## src/rtl/rtt_stamper.sv

```systemverilog
// Stamps the first body word of RTT probe frames with a free-running cycle counter; all else passes through.
// Latency 1 cycle (fallthrough FIFO); out_rdy=0 holds FIFO, parser and match; in_rdy drops at 3 of 4 entries.

module fallthrough_small_fifo #(
  parameter int WIDTH          = 72,
  parameter int MAX_DEPTH_BITS = 2
) (
  input  logic             clk,
  input  logic             reset,
  input  logic [WIDTH-1:0] din,
  input  logic             wr_en,
  input  logic             rd_en,
  output logic [WIDTH-1:0] dout,
  output logic             nearly_full,
  output logic             empty
);
  localparam int DEPTH = 1 << MAX_DEPTH_BITS;
  localparam logic [MAX_DEPTH_BITS:0] NF_LEVEL = (MAX_DEPTH_BITS+1)'(DEPTH - 1);
  localparam logic [MAX_DEPTH_BITS:0] FULL_LEVEL = (MAX_DEPTH_BITS+1)'(DEPTH);

  logic [WIDTH-1:0]          mem [DEPTH];
  logic [MAX_DEPTH_BITS-1:0] wr_ptr;
  logic [MAX_DEPTH_BITS-1:0] rd_ptr;
  logic [MAX_DEPTH_BITS:0]   depth;
  logic                      do_wr;
  logic                      do_rd;

  assign empty       = (depth == '0);
  assign nearly_full = (depth >= NF_LEVEL);
  assign do_wr       = wr_en && (depth != FULL_LEVEL);
  assign do_rd       = rd_en && !empty;
  assign dout        = mem[rd_ptr];

  always_ff @(posedge clk) begin
    if (do_wr) mem[wr_ptr] <= din;
  end

  always_ff @(posedge clk) begin
    if (!reset) begin
      wr_ptr <= '0;
      rd_ptr <= '0;
      depth  <= '0;
    end else begin
      if (do_wr) wr_ptr <= wr_ptr + MAX_DEPTH_BITS'(1);
      if (do_rd) rd_ptr <= rd_ptr + MAX_DEPTH_BITS'(1);
      case ({do_wr, do_rd})
        2'b10:   depth <= depth + (MAX_DEPTH_BITS+1)'(1);
        2'b01:   depth <= depth - (MAX_DEPTH_BITS+1)'(1);
        default: ;
      endcase
    end
  end
endmodule

module rtt_stamper #(
  parameter int          DATA_WIDTH      = 64,
  parameter int          CTRL_WIDTH      = DATA_WIDTH/8,
  parameter logic [15:0] PROBE_ETHERTYPE = 16'h0801
) (
  input  logic                  clk,
  input  logic                  reset,
  input  logic [DATA_WIDTH-1:0] in_data,
  input  logic [CTRL_WIDTH-1:0] in_ctrl,
  input  logic                  in_wr,
  output logic                  in_rdy,
  output logic [DATA_WIDTH-1:0] out_data,
  output logic [CTRL_WIDTH-1:0] out_ctrl,
  output logic                  out_wr,
  input  logic                  out_rdy,
  input  logic                  stamp_en,
  output logic [31:0]           stamp_cnt,
  output logic [63:0]           timestamp
);
  localparam logic [2:0] S_IDLE = 3'd0;
  localparam logic [2:0] S_HDR  = 3'd1;
  localparam logic [2:0] S_W1   = 3'd2;
  localparam logic [2:0] S_W2   = 3'd3;
  localparam logic [2:0] S_BODY = 3'd4;

  logic [DATA_WIDTH+CTRL_WIDTH-1:0] fifo_dout;
  logic [DATA_WIDTH-1:0]            head_data;
  logic [CTRL_WIDTH-1:0]            head_ctrl;
  logic                             fifo_empty;
  logic                             fifo_nearly_full;
  logic                             xfer;
  logic                             ctrl_zero;
  logic                             stamp_now;
  logic                             match;
  logic [2:0]                       state;
  logic [2:0]                       nxt_state;

  fallthrough_small_fifo #(
    .WIDTH          (DATA_WIDTH + CTRL_WIDTH),
    .MAX_DEPTH_BITS (2)
  ) u_in_fifo (
    .clk         (clk),
    .reset       (reset),
    .din         ({in_ctrl, in_data}),
    .wr_en       (in_wr),
    .rd_en       (xfer),
    .dout        (fifo_dout),
    .nearly_full (fifo_nearly_full),
    .empty       (fifo_empty)
  );

  assign in_rdy    = !fifo_nearly_full;
  assign head_data = fifo_dout[DATA_WIDTH-1:0];
  assign head_ctrl = fifo_dout[DATA_WIDTH +: CTRL_WIDTH];
  assign ctrl_zero = (head_ctrl == '0);

  // Outputs are forced quiet while reset is held, even if stale words sit at the FIFO head.
  assign xfer      = reset && !fifo_empty && out_rdy;
  assign stamp_now = xfer && (state == S_W2) && match && stamp_en && ctrl_zero;
  assign out_wr    = xfer;
  assign out_ctrl  = reset ? head_ctrl : '0;
  assign out_data  = !reset ? '0 : (stamp_now ? DATA_WIDTH'(timestamp) : head_data);

  always_comb begin
    nxt_state = state;
    case (state)
      S_IDLE:       nxt_state = ctrl_zero ? S_IDLE : S_HDR;
      S_HDR:        nxt_state = ctrl_zero ? S_W1   : S_HDR;
      S_W1:         nxt_state = ctrl_zero ? S_W2   : S_IDLE;
      S_W2, S_BODY: nxt_state = ctrl_zero ? S_BODY : S_IDLE;
      default:      nxt_state = S_IDLE;
    endcase
  end

  always_ff @(posedge clk) begin
    if (!reset) begin
      state     <= S_IDLE;
      match     <= 1'b0;
      stamp_cnt <= '0;
      timestamp <= '0;
    end else begin
      timestamp <= timestamp + 64'd1;
      if (xfer) state <= nxt_state;
      // Ethertype sits in bits [31:16] of the second payload word.
      if (xfer && (state == S_W1) && ctrl_zero) match <= (head_data[31:16] == PROBE_ETHERTYPE);
      if (stamp_now) stamp_cnt <= stamp_cnt + 32'd1;
    end
  end
endmodule

```

## config.mk

```make
export PLATFORM = sky130hd
export DESIGN_NAME = rtt_stamper
export DESIGN_NICKNAME = d
export VERILOG_FILES = /design/src/rtl/rtt_stamper.sv
export SDC_FILE = /design/constraint.sdc
export NUM_CORES = 1
export LEC_CHECK = 0
export BUFFER_PORTS_ARGS = -buffer_cell sky130_fd_sc_hd__buf_2
export CAP_MARGIN = 15
export CORE_MARGIN = 8
export CORE_UTILIZATION = 45
export DETAILED_ROUTE_END_ITERATION = 6
export PLACE_DENSITY_LB_ADDON = 0.15
export SYNTH_ARGS = -nofsm -noshare
export SYNTH_HDL_FRONTEND = slang
export SYNTH_SLANG_ARGS = --single-unit
```

## constraint.sdc

```tcl
create_clock -name clk -period 7.75 [get_ports clk]
set_input_delay 0.3875 -clock clk [delete_from_list [all_inputs] [get_ports clk]]
set_output_delay 0.3875 -clock clk [all_outputs]
set_load 0.01 [all_outputs]
```

==> summary.txt, run 1 <==
Outcome
  – Status: finished clean

Clock tree
  – TritonCTS clock tree: built
  – Total CTS buffers: 43
  – Postcts setup bufs: 0
  – Worst skew pair latency: 540 ps
  – Clk sink count: 397
  – H-tree depth: 2
  – Cts repair resizes: 0
  – CTS root buffer: clkbuf_16
  – Hold_buf cts: 0
  – Clk buf depth: 3
  – Clock-pin slew on the worst setup and hold paths: about 60 ps

Worst setup path
  – Worst reg2reg path endpoint: stamp_cnt[12]
  – Worst reg2reg path depth: 6
  – Critical Path AT: 4130 ps
  – Critical path capture point type: output pin
  – CP Data Required Time: 7360 ps
  – CP Class: register to output pin
  – Reg2reg setup slack: 3760 ps
  – Worst setup SP type: register
  – Crit path max fanout: 60

STA
  – # setup viols final: 0
  – Crit share post-route: between 50 and 60%
  – RSZ-0062 raised after global routing: false
  – Max frequency: 0.2213 GHz
  – Fin Setup TNS: 0 ps
  – Slew Limit Fails: 0
  – Post-layout min period: approximately 4500 ps
  – Relative slew slack: 33.86%
  – Clock skew: 13.98 ps
  – Actual slew at the worst max-slew pin: roughly 1000 ps
  – Final Hold Viols: 0

Hold path
  – Hold path cells: 1
  – Min-delay src: in_data[32]
  – Hold EP: u_in_fifo.mem[3][32]
  – Class of the worst hold path: input port to register

Synth
  – Mapped Cells: 1215
  – Synthesized net count: 1300
  – Number of synthesized flops with an enable pin: 288
  – Register bit count reported by yosys: 397
  – Syn Area/Cell: between 10 and 15 sq um
  – Cell variety after synth: 47
  – Post-Synthesis Cell Area: 16500 sq um
  – Post-synth top flop: edfxtp_1
  – Async set-reset flop share out of synthesis: 0%
  – YS warnings: 0
  – Seq/Total Area, Yosys: 65.66%

Placement
  – I/O Buffers: 246
  – Post-Place Cells: 1881
  – Area after DPL: approximately 18000 sq um
  – Routability congestion estimate: slightly below 0.8
  – DP Wirelength: 28.78 mm

Die
  – Die Wd: 207.5 um
  – Die Height: approximately 210 um
  – Die area: 43040 sq um
  – Core footprint: 36350 sq um
  – # IOs: 247
  – Row cnt: 70
  – Initial Util: a little under half

Layout
  – Non-filler instance count after layout: 1960
  – Sequential cell area: 10840 sq um
  – Design Area, Final: 19630 sq um
  – Final nets: around 1500
  – Core Util, Final: 54.00%
  – Area of the multi-input gates: 5375 sq um
  – Filler cell count: 3081
  – Syn-to-layout area delta: 18.99%
  – Layout cell share with drive strength beyond 1: 27.70%

Power
  – Static leakage: between 6 and 7 nW
  – Power per cell area: about 250 nW/um^2
  – Worst vdd ir: 0.1820 mV

Routing
  – Vias per std cell: ~5.7
  – Final wirelength: 43.05 mm
  – Post-route ant nets: 0
  – Drc violations: 0
  – Starting DRT DRC Count: 741
  – Via count: 11180
  – WL/cell: 21.96 um
  – Drt pass-1 iters: 6

GRT
  – Initial antenna violation count: 5
  – Vias in the first global route: 11270
  – First-pass GRT wire length: 66.37 mm
  – Grt total ovfl: 0
  – Largest net degree at the start of global routing: between 80 and 90
  – Total track usage: 19.52%

Job
  – Max-cap violations: 0
## worst max-delay path, cell delays in order, from the launching register on
cell and delay, ps:
dfxtp_4 830, mux4_2 630, nor4_2 570, nand3_4 520, buf_4 500, nand2_1 170, a21oi_1 80, buf_2 190
## stage by stage
stage | worst slack, ps | hold WS, ps | total power, mW
3_3_place_gp | 3739 | 445.6 | 2.978
4_1_cts | 3130 | 31.99 | 5.056
6_report | 3231 | 64.29 | 4.994
3_5_place_dp | 3682 | 453.4 | 2.988
2_1_floorplan | 4696 | 463.0 | 2.797
5_1_grt | 2863 | 42.23 | 5.173
## cell usage in the layout, fill, tap and decap left out, types with 5 or more instances in the layout
| cell | instances |
|---|---|
| o21a_1 | 7 |
| xor2_1 | 25 |
| or4_1 | 29 |
| clkinv_2 | 10 |
| nand3_1 | 37 |
| a21oi_1 | 122 |
| and3_1 | 11 |
| mux2i_1 | 7 |
| mux4_2 | 72 |
| and4_1 | 5 |
| bufinv_16 | 5 |
| nor2_1 | 52 |
| xnor2_1 | 10 |
| o21ai_0 | 23 |
| edfxtp_1 | 288 |
| clkbuf_1 | 10 |
| nand4_1 | 31 |
| o31ai_1 | 26 |
| nor4_1 | 15 |
| nor3_1 | 9 |
| ha_1 | 7 |
| buf_2 | 246 |
| and2_1 | 13 |
| inv_1 | 18 |
| nand2_1 | 172 |
| or3_1 | 25 |
| clkbuf_16 | 45 |
| buf_4 | 12 |
| dfxtp_1 | 107 |
## kinds of logic (layout without fill, tap and decap cells)
kind of cell,count (synthesis),in the layout,synth area share (%)
other,0,1,0
adder cells (fa/ha/maj),8,8,0.6523
AO/OA/AOI/OAI,193,193,6.675
XOR/XNOR,35,35,1.858
flip-flops,397,397,65.66
AND/OR/NAND/NOR,424,424,12.97
multiplexers,79,79,10.25
buffers and inverters,79,355,1.934
## routing by layer
layer	global-route usage (%)	up-vias	wire length (um)
met5	0	-	53
met4	5.275	8	794
met3	4.454	59	3098
met2	32.42	382	20700
met1	25.56	5567	18410
li1	-	5163	-
## Yosys cell counts (17+ instances only)
| master | n | area (sq um) |
|---|---|---|
| mux4_2 | 72 | 1622 |
| dfxtp_1 | 109 | 2182 |
| and2_1 | 17 | 106.4 |
| clkbuf_1 | 43 | 161.4 |
| nand3_1 | 38 | 190.2 |
| or3_1 | 25 | 156.4 |
| o31ai_1 | 26 | 195.2 |
| nand4_1 | 31 | 193.9 |
| inv_1 | 18 | 67.56 |
| o21ai_0 | 23 | 115.1 |
| or4_1 | 29 | 217.7 |
| nand2_1 | 172 | 645.6 |
| edfxtp_1 | 288 | 8648 |
| a21oi_1 | 122 | 610.6 |
| nor2_1 | 52 | 195.2 |
| xor2_1 | 25 | 219.0 |
## final cells by class
class / instances / area share, %
antenna: 1 / 0.01275
clock buffer: 58 / 6.139
clock inverter: 20 / 1.154
inverter: 19 / 0.3761
multi-input combinational: 739 / 27.39
sequential: 397 / 55.22
tap: 468 / 2.983
timing repair buffer: 258 / 6.732
## worst max-delay path by stage
stage / startpoint / to / slack, ps / cells past startpoint
3_3_place_gp: register / stamp_cnt[12] / 3740 / 6
2_1_floorplan: u_in_fifo.depth[0] / u_in_fifo.mem[0][0] / 4700 / 3
5_1_grt: register / out_data[61] / 2860 / 7
4_1_cts: register / out_data[61] / 3130 / 7
6_report: register / out_data[61] / 3230 / 7
3_5_place_dp: register / stamp_cnt[12] / 3680 / 6
## where the power goes
part           leakage [nW]  switching, mW  internal (mW)  total, mW
clock network         0.703          0.808           1.26       2.06
registers              3.52         0.0495           2.40       2.45
logic                  2.70          0.273          0.210      0.484
## sequential cells by signal (all words and copies together), names as in the netlist, named ones only
register and flops:
u_in_fifo.rd_ptr 2, state 3, match 1, stamp_cnt 32
u_in_fifo.depth 3, u_in_fifo.wr_ptr 2, timestamp 64, u_in_fifo.mem 288
No activity file was read; power rests on OpenSTA's default activity.
==> inputs of run 2 (changes only) <==
==> constraint.sdc (replaced) <==
create_clock -name clk -period 4.52 [get_ports clk]
set_input_delay 0.226 -clock clk [delete_from_list [all_inputs] [get_ports clk]]
set_output_delay 0.226 -clock clk [all_outputs]
set_load 0.01 [all_outputs]
==> run 2 against run 1 <==
Utilization increased by 2.2 points. Clock skew is 3.9 ps higher. Critical path depth unchanged. First-iteration DRC count shrank 12%. Sequential power up 70%. Critical endpoint is now out_data[42]. Routed wire length rose by 2.4%. Cell area grew 4.1%.
==> summary.txt, run 2 (same netlist as run 1, synthesis figures left out) <==
Hold path
  – Class of the worst hold path: input port to register
  – Hold path cells: 5

Layout
  – Filler cell count: a little over 3000
  – Non-filler instance count after layout: between 2000 and 2500
  – Most common cell after layout, fill and taps aside: edfxtp_1
  – Layout cell share with drive strength beyond 1: 26.58%
  – Final nets: 1621
  – Regs by FF count: u_in_fifo.mem: 288 flops, timestamp: 64 flops, stamp_cnt: 32 flops
  – Syn-to-layout area delta: 23.88%
  – Max reg flops: around 290
  – Commonest cells after routing, fill and taps aside: edfxtp_1, buf_2, nand2_1, a21oi_1, dfxtp_1
  – Largest Register: u_in_fifo.mem

Clock tree
  – Total CTS buffers: 42
  – Clk sink count: ~400
  – Worst skew pair latency: 560 ps
  – Clk buf depth: 3
  – CTS root buffer: clkbuf_16
  – H-tree depth: 2
  – Hold_buf cts: 72
  – Clock-pin slew on the worst setup and hold paths: roughly 60 ps
  – TritonCTS clock tree: built
  – Cts repair resizes: 0
  – Postcts setup bufs: 0

Power
  – Design Power: 8.625 mW
  – Switching share of total power: 22.56%
  – Reg power frac: 48.3%
  – Power per cell area: approximately 420 nW/um^2
  – Worst vdd ir: 0.3379 mV
  – Switching power: 1.946 mW
  – Combinational share of power: 10.6%
  – Int Power: about 6.7 mW
  – Clock Power Share: 41.0%
  – Static leakage: 7.263 nW

Routing
  – Via count: between 10000 and 15000
  – Final wirelength: 44.06 mm
  – Vias per std cell: 5.625
  – WL/cell: 21.61 um
  – Drc violations: 0
  – Starting DRT DRC Count: 650
  – Post-route ant nets: 0
  – Drt pass-1 iters: 7

Worst setup path
  – Crit path max fanout: 60
  – CP Class: register to output pin
  – Critical Path AT: 3860 ps
  – CP Data Required Time: 4290 ps
  – Worst setup SP type: register
  – Critical path capture point type: output pin
  – Reg2reg setup slack: about 1200 ps
  – Worst reg2reg path depth: 7

STA
  – # setup viols final: 0
  – Max frequency: 0.2448 GHz
  – Actual slew at the worst max-slew pin: 1029 ps
  – RSZ-0062 raised after global routing: false
  – Slew Limit Fails: 0
  – Clock skew: 17.87 ps
  – Crit share post-route: 90.38%
  – Final Hold Viols: 0
  – Worst Slack Setup Final: 435.0 ps
  – Post-layout min period: about 4100 ps
  – Relative slew slack: 30.90%
  – Fin Setup TNS: 0 ps

Die
  – Die Height: ~210 um
  – # IOs: 247
  – Die Wd: 207.5 um
  – Die area: roughly 43000 sq um
  – Row cnt: 70
  – Initial Util: 45.38%
  – Core footprint: about 36000 sq um

GRT
  – First-pass GRT wire length: 68.48 mm
  – Largest net degree at the start of global routing: 94
  – Total track usage: 20.19%
  – Grt total ovfl: 0
  – Initial antenna violation count: 3
  – Vias in the first global route: 11770

Job
  – Max-cap violations: 0

Placement
  – Pre-CTS setup slack: 953.2 ps
  – DP Wirelength: 28.89 mm
  – Post-Place Cells: 1888
  – I/O Buffers: 246
  – Routability congestion estimate: 0.8132

Outcome
  – Status: finished clean
==> run 2: cell types whose count changed in the layout (fill, tap and decap cells not counted), moves of 2 or more <==
cell	delta
buf_12	+3
buf_4	+4
clkbuf_1	+4
clkbuf_8	+2
clkinv_1	-2
clkinv_2	-6
clkinvlp_4	-2
dlygate4sd3_1	+72
==> run 2: routing by layer <==
layer	global-route usage [%]	wire length (um)	share of wire, %
met5	0	8	0.018
met4	6.803	1007	2.3
met3	3.865	2865	6.5
met2	33.90	21340	48
met1	26.06	18840	43
==> run 2: final timing paths <==
path | startpoint | endpoint
worst min-delay path | out_rdy | state[1]
worst max register to register | register | match
worst max-delay path | register | out_data[42]
worst min register to register | stamp_cnt[31] | stamp_cnt[31]
==> run 2: through the flow <==
step / util, % / cell area (sq um) / hold WS [ps]
5_1_grt: 56.21 / 20430 / 217.8
3_3_place_gp: 50.30 / 18280 / 441.7
6_report: 56.22 / 20430 / 183.8
4_1_cts: 56.21 / 20430 / 151.6
2_1_floorplan: - / 16500 / 324.9
3_5_place_dp: 50.30 / 18280 / 441.6
==> run 2: cell type report <==
type / instances / area, sq um / area share [%]
antenna: 2 / 5.005 / 0.02449
multi-input combinational: 739 / 5375 / 26.30
timing repair buffer: 337 / 2132 / 10.43
inverter: 19 / 73.82 / 0.3613
sequential: 397 / 10840 / 53.04
tap: 468 / 585.6 / 2.866
clock buffer: 63 / 1222 / 5.982
clock inverter: 14 / 202.7 / 0.9919
==> run 2: critical path: stages (launching register included) <==
cell and delay (ps):
dfxtp_4 450, mux4_2 560, nor4_2 610, nand3_4 700, buf_4 520, nand2_1 120, a21oi_1 100, buf_2 190
==> run 2: power by group through the flow <==
| stage | clock (mW) | sequential, mW | combinational [mW] |
|---|---|---|---|
| 2_1_floorplan | 0 | 4.23 | 0.562 |
| 3_3_place_gp | 0 | 4.24 | 0.874 |
| 3_5_place_dp | 0 | 4.25 | 0.881 |
| 4_1_cts | 3.62 | 4.17 | 0.936 |
| 5_1_grt | 3.75 | 4.19 | 1.00 |
| 6_report | 3.54 | 4.17 | 0.917 |
==> inputs of run 3 (changes only) <==
--- a/config.mk
+++ b/config.mk
@@ -10,7 +10,7 @@
 export CORE_MARGIN = 8
 export CORE_UTILIZATION = 45
 export DETAILED_ROUTE_END_ITERATION = 6
-export PLACE_DENSITY_LB_ADDON = 0.15
+export PLACE_DENSITY_LB_ADDON = 0.08
 export SYNTH_ARGS = -nofsm -noshare
 export SYNTH_HDL_FRONTEND = slang
 export SYNTH_SLANG_ARGS = --single-unit
==> constraint.sdc (replaced) <==
create_clock -name clk -period 4.52 [get_ports clk]
set_input_delay 0.904 -clock clk [delete_from_list [all_inputs] [get_ports clk]]
set_output_delay 0.904 -clock clk [all_outputs]
set_load 0.01 [all_outputs]
==> run 3 against run 2 <==
Setup slack worse by 140 ps. Critical path depth stayed put. Cell area decreased by 3.0%.
==> summary.txt, run 3 (same netlist as run 1, synthesis figures left out) <==
Placement
  – I/O Buffers: around 250
  – Routability congestion estimate: 0.8019
  – DP Wirelength: between 20 and 30 mm
  – Area after DPL: around 18000 sq um

STA
  – Fin Setup TNS: 0 ps
  – Max frequency: 0.2368 GHz
  – Slew Limit Fails: 0
  – Final Hold Viols: 0
  – # setup viols final: 0
  – Post-layout min period: 4223 ps
  – Actual slew at the worst max-slew pin: 1086 ps
  – RSZ-0062 raised after global routing: false
  – Clock skew: 10.62 ps
  – Relative slew slack: 27.60%
  – Crit share post-route: 93.43%

Routing
  – Drc violations: 0
  – Via count: 11120
  – WL/cell: around 22 um
  – Starting DRT DRC Count: 647
  – Vias per std cell: 5.631
  – Post-route ant nets: 0
  – Drt pass-1 iters: 5
  – Final wirelength: between 40 and 50 mm

Layout
  – Regs by FF count: u_in_fifo.mem: 288 flops, timestamp: 64 flops, stamp_cnt: 32 flops
  – Most common cell after layout, fill and taps aside: edfxtp_1
  – Layout cell share with drive strength beyond 1: 27.99%
  – Filler cell count: a little over 3000
  – Final nets: between 1500 and 2000
  – Commonest cells after routing, fill and taps aside: edfxtp_1, buf_2, nand2_1, a21oi_1, dfxtp_1
  – Syn-to-layout area delta: 20.10%
  – Largest Register: u_in_fifo.mem
  – Area of the multi-input gates: around 5400 sq um
  – Max reg flops: 288
  – Sequential cell area: 10840 sq um
  – Design Area, Final: 19810 sq um

Power
  – Power per cell area: 429.2 nW/um^2
  – Worst vdd ir: 0.2892 mV
  – Static leakage: 6.993 nW

Die
  – Initial Util: 45.38%
  – Die area: 43040 sq um
  – Die Wd: 207.5 um
  – # IOs: 247
  – Die Height: 207.5 um
  – Core footprint: between 30000 and 40000 sq um
  – Row cnt: 70

Clock tree
  – Clk buf depth: 3
  – Clk sink count: 397
  – Clock-pin slew on the worst setup and hold paths: 60 ps
  – CTS root buffer: clkbuf_16
  – TritonCTS clock tree: built
  – Total CTS buffers: 43
  – H-tree depth: 2
  – Worst skew pair latency: roughly 550 ps

Worst setup path
  – CP Class: register to output pin
  – Cell Chain, Critical Path: mux4_2, nor4_4, nand3_4, buf_12, nand2_1, a21oi_1, buf_2
  – Crit path max fanout: 34
  – CP Data Required Time: 3620 ps
  – CP Buf/Inv Count: 2
  – Critical path capture point type: output pin
  – Critical Path AT: 3320 ps
  – Slowest CP cell: mux4_2
  – Reg2reg setup slack: 1160 ps
  – Slowest Stage Delay on Critical Path: 600 ps
  – CP top delay family: simple AND/OR/NAND/NOR gates
  – Worst setup SP type: register

GRT
  – First-pass GRT wire length: 67.97 mm
  – Largest net degree at the start of global routing: 67
  – Total track usage: between 20% and 30%
  – Initial antenna violation count: 5
  – Grt total ovfl: 0
  – Vias in the first global route: 11260

Hold path
  – Class of the worst hold path: register to register

Job
  – Max-cap violations: 0

Outcome
  – Status: finished clean
run 3: cell count changes in the layout (fill, tap and decap cells not counted), sizes merged:
cell / delta
dlygate4sd3: -72
inv: -2
clkbuf: -1
bufinv: -2
nand3: +1
clkinv: +7
buf: +4
run 3: per-layer routing:
| metal | up-vias | track usage (%) | routed length [um] |
|---|---|---|---|
| met5 | - | 0 | 33 |
| met4 | 6 | 4.733 | 661 |
| met3 | 61 | 4.831 | 2514 |
| met2 | 314 | 32.60 | 20720 |
| met1 | 5539 | 27.25 | 19820 |
| li1 | 5195 | - | - |
run 3: worst paths after layout:
path / from / end / cells past startpoint
worst min-delay path: stamp_cnt[31] / stamp_cnt[31] / 1
worst max register to register: register / stamp_cnt[15] / 7
worst max-delay path: register / out_data[3] / 7
worst min register to register: stamp_cnt[31] / stamp_cnt[31] / 1
run 3: stage by stage:
| step | hold slack [ps] | std cells | worst slack [ps] | power (mW) | util, % |
|---|---|---|---|---|---|
| final | 473.5 | 1974 | 296.8 | 8.504 | 54.51 |
| after global routing | 501.9 | 1973 | 144.5 | 8.839 | 54.50 |
| after CTS | 478.3 | 1971 | 20.62 | 8.612 | 54.43 |
| after detailed placement | 469.7 | 1891 | 557.4 | 5.137 | 50.54 |
| after global placement | 450.4 | 1891 | 571.2 | 5.126 | 50.54 |
| after floorplan | 463.0 | 1215 | 842.1 | 4.795 | - |
run 3: what timing repair did:
item                                   in CTS  in global routing
setup endpoints to repair                  21                 49
endpoints found under the hold margin       0                  0
cloned                                      1                  0
pin swaps                                   1                  1
hold buffers                                0                  0
resized for setup                           1                  1
buffers inserted                            0                  1
run 3: layout make-up:
cell class,instances,share of cell area [%]
Sequential cell,397,54.71
Multi-Input combinational cell,740,27.23
Timing Repair Buffer,269,7.673
Clock buffer,62,6.259
Tap cell,468,2.956
Clock inverter,17,0.7831
Inverter,19,0.3726
Antenna cell,2,0.02526
run 3: where the power goes:
group          switching, mW  total (mW)  internal [mW]
logic                  0.499       0.875          0.377
registers             0.0596        4.17           4.11
clock network           1.39        3.46           2.07
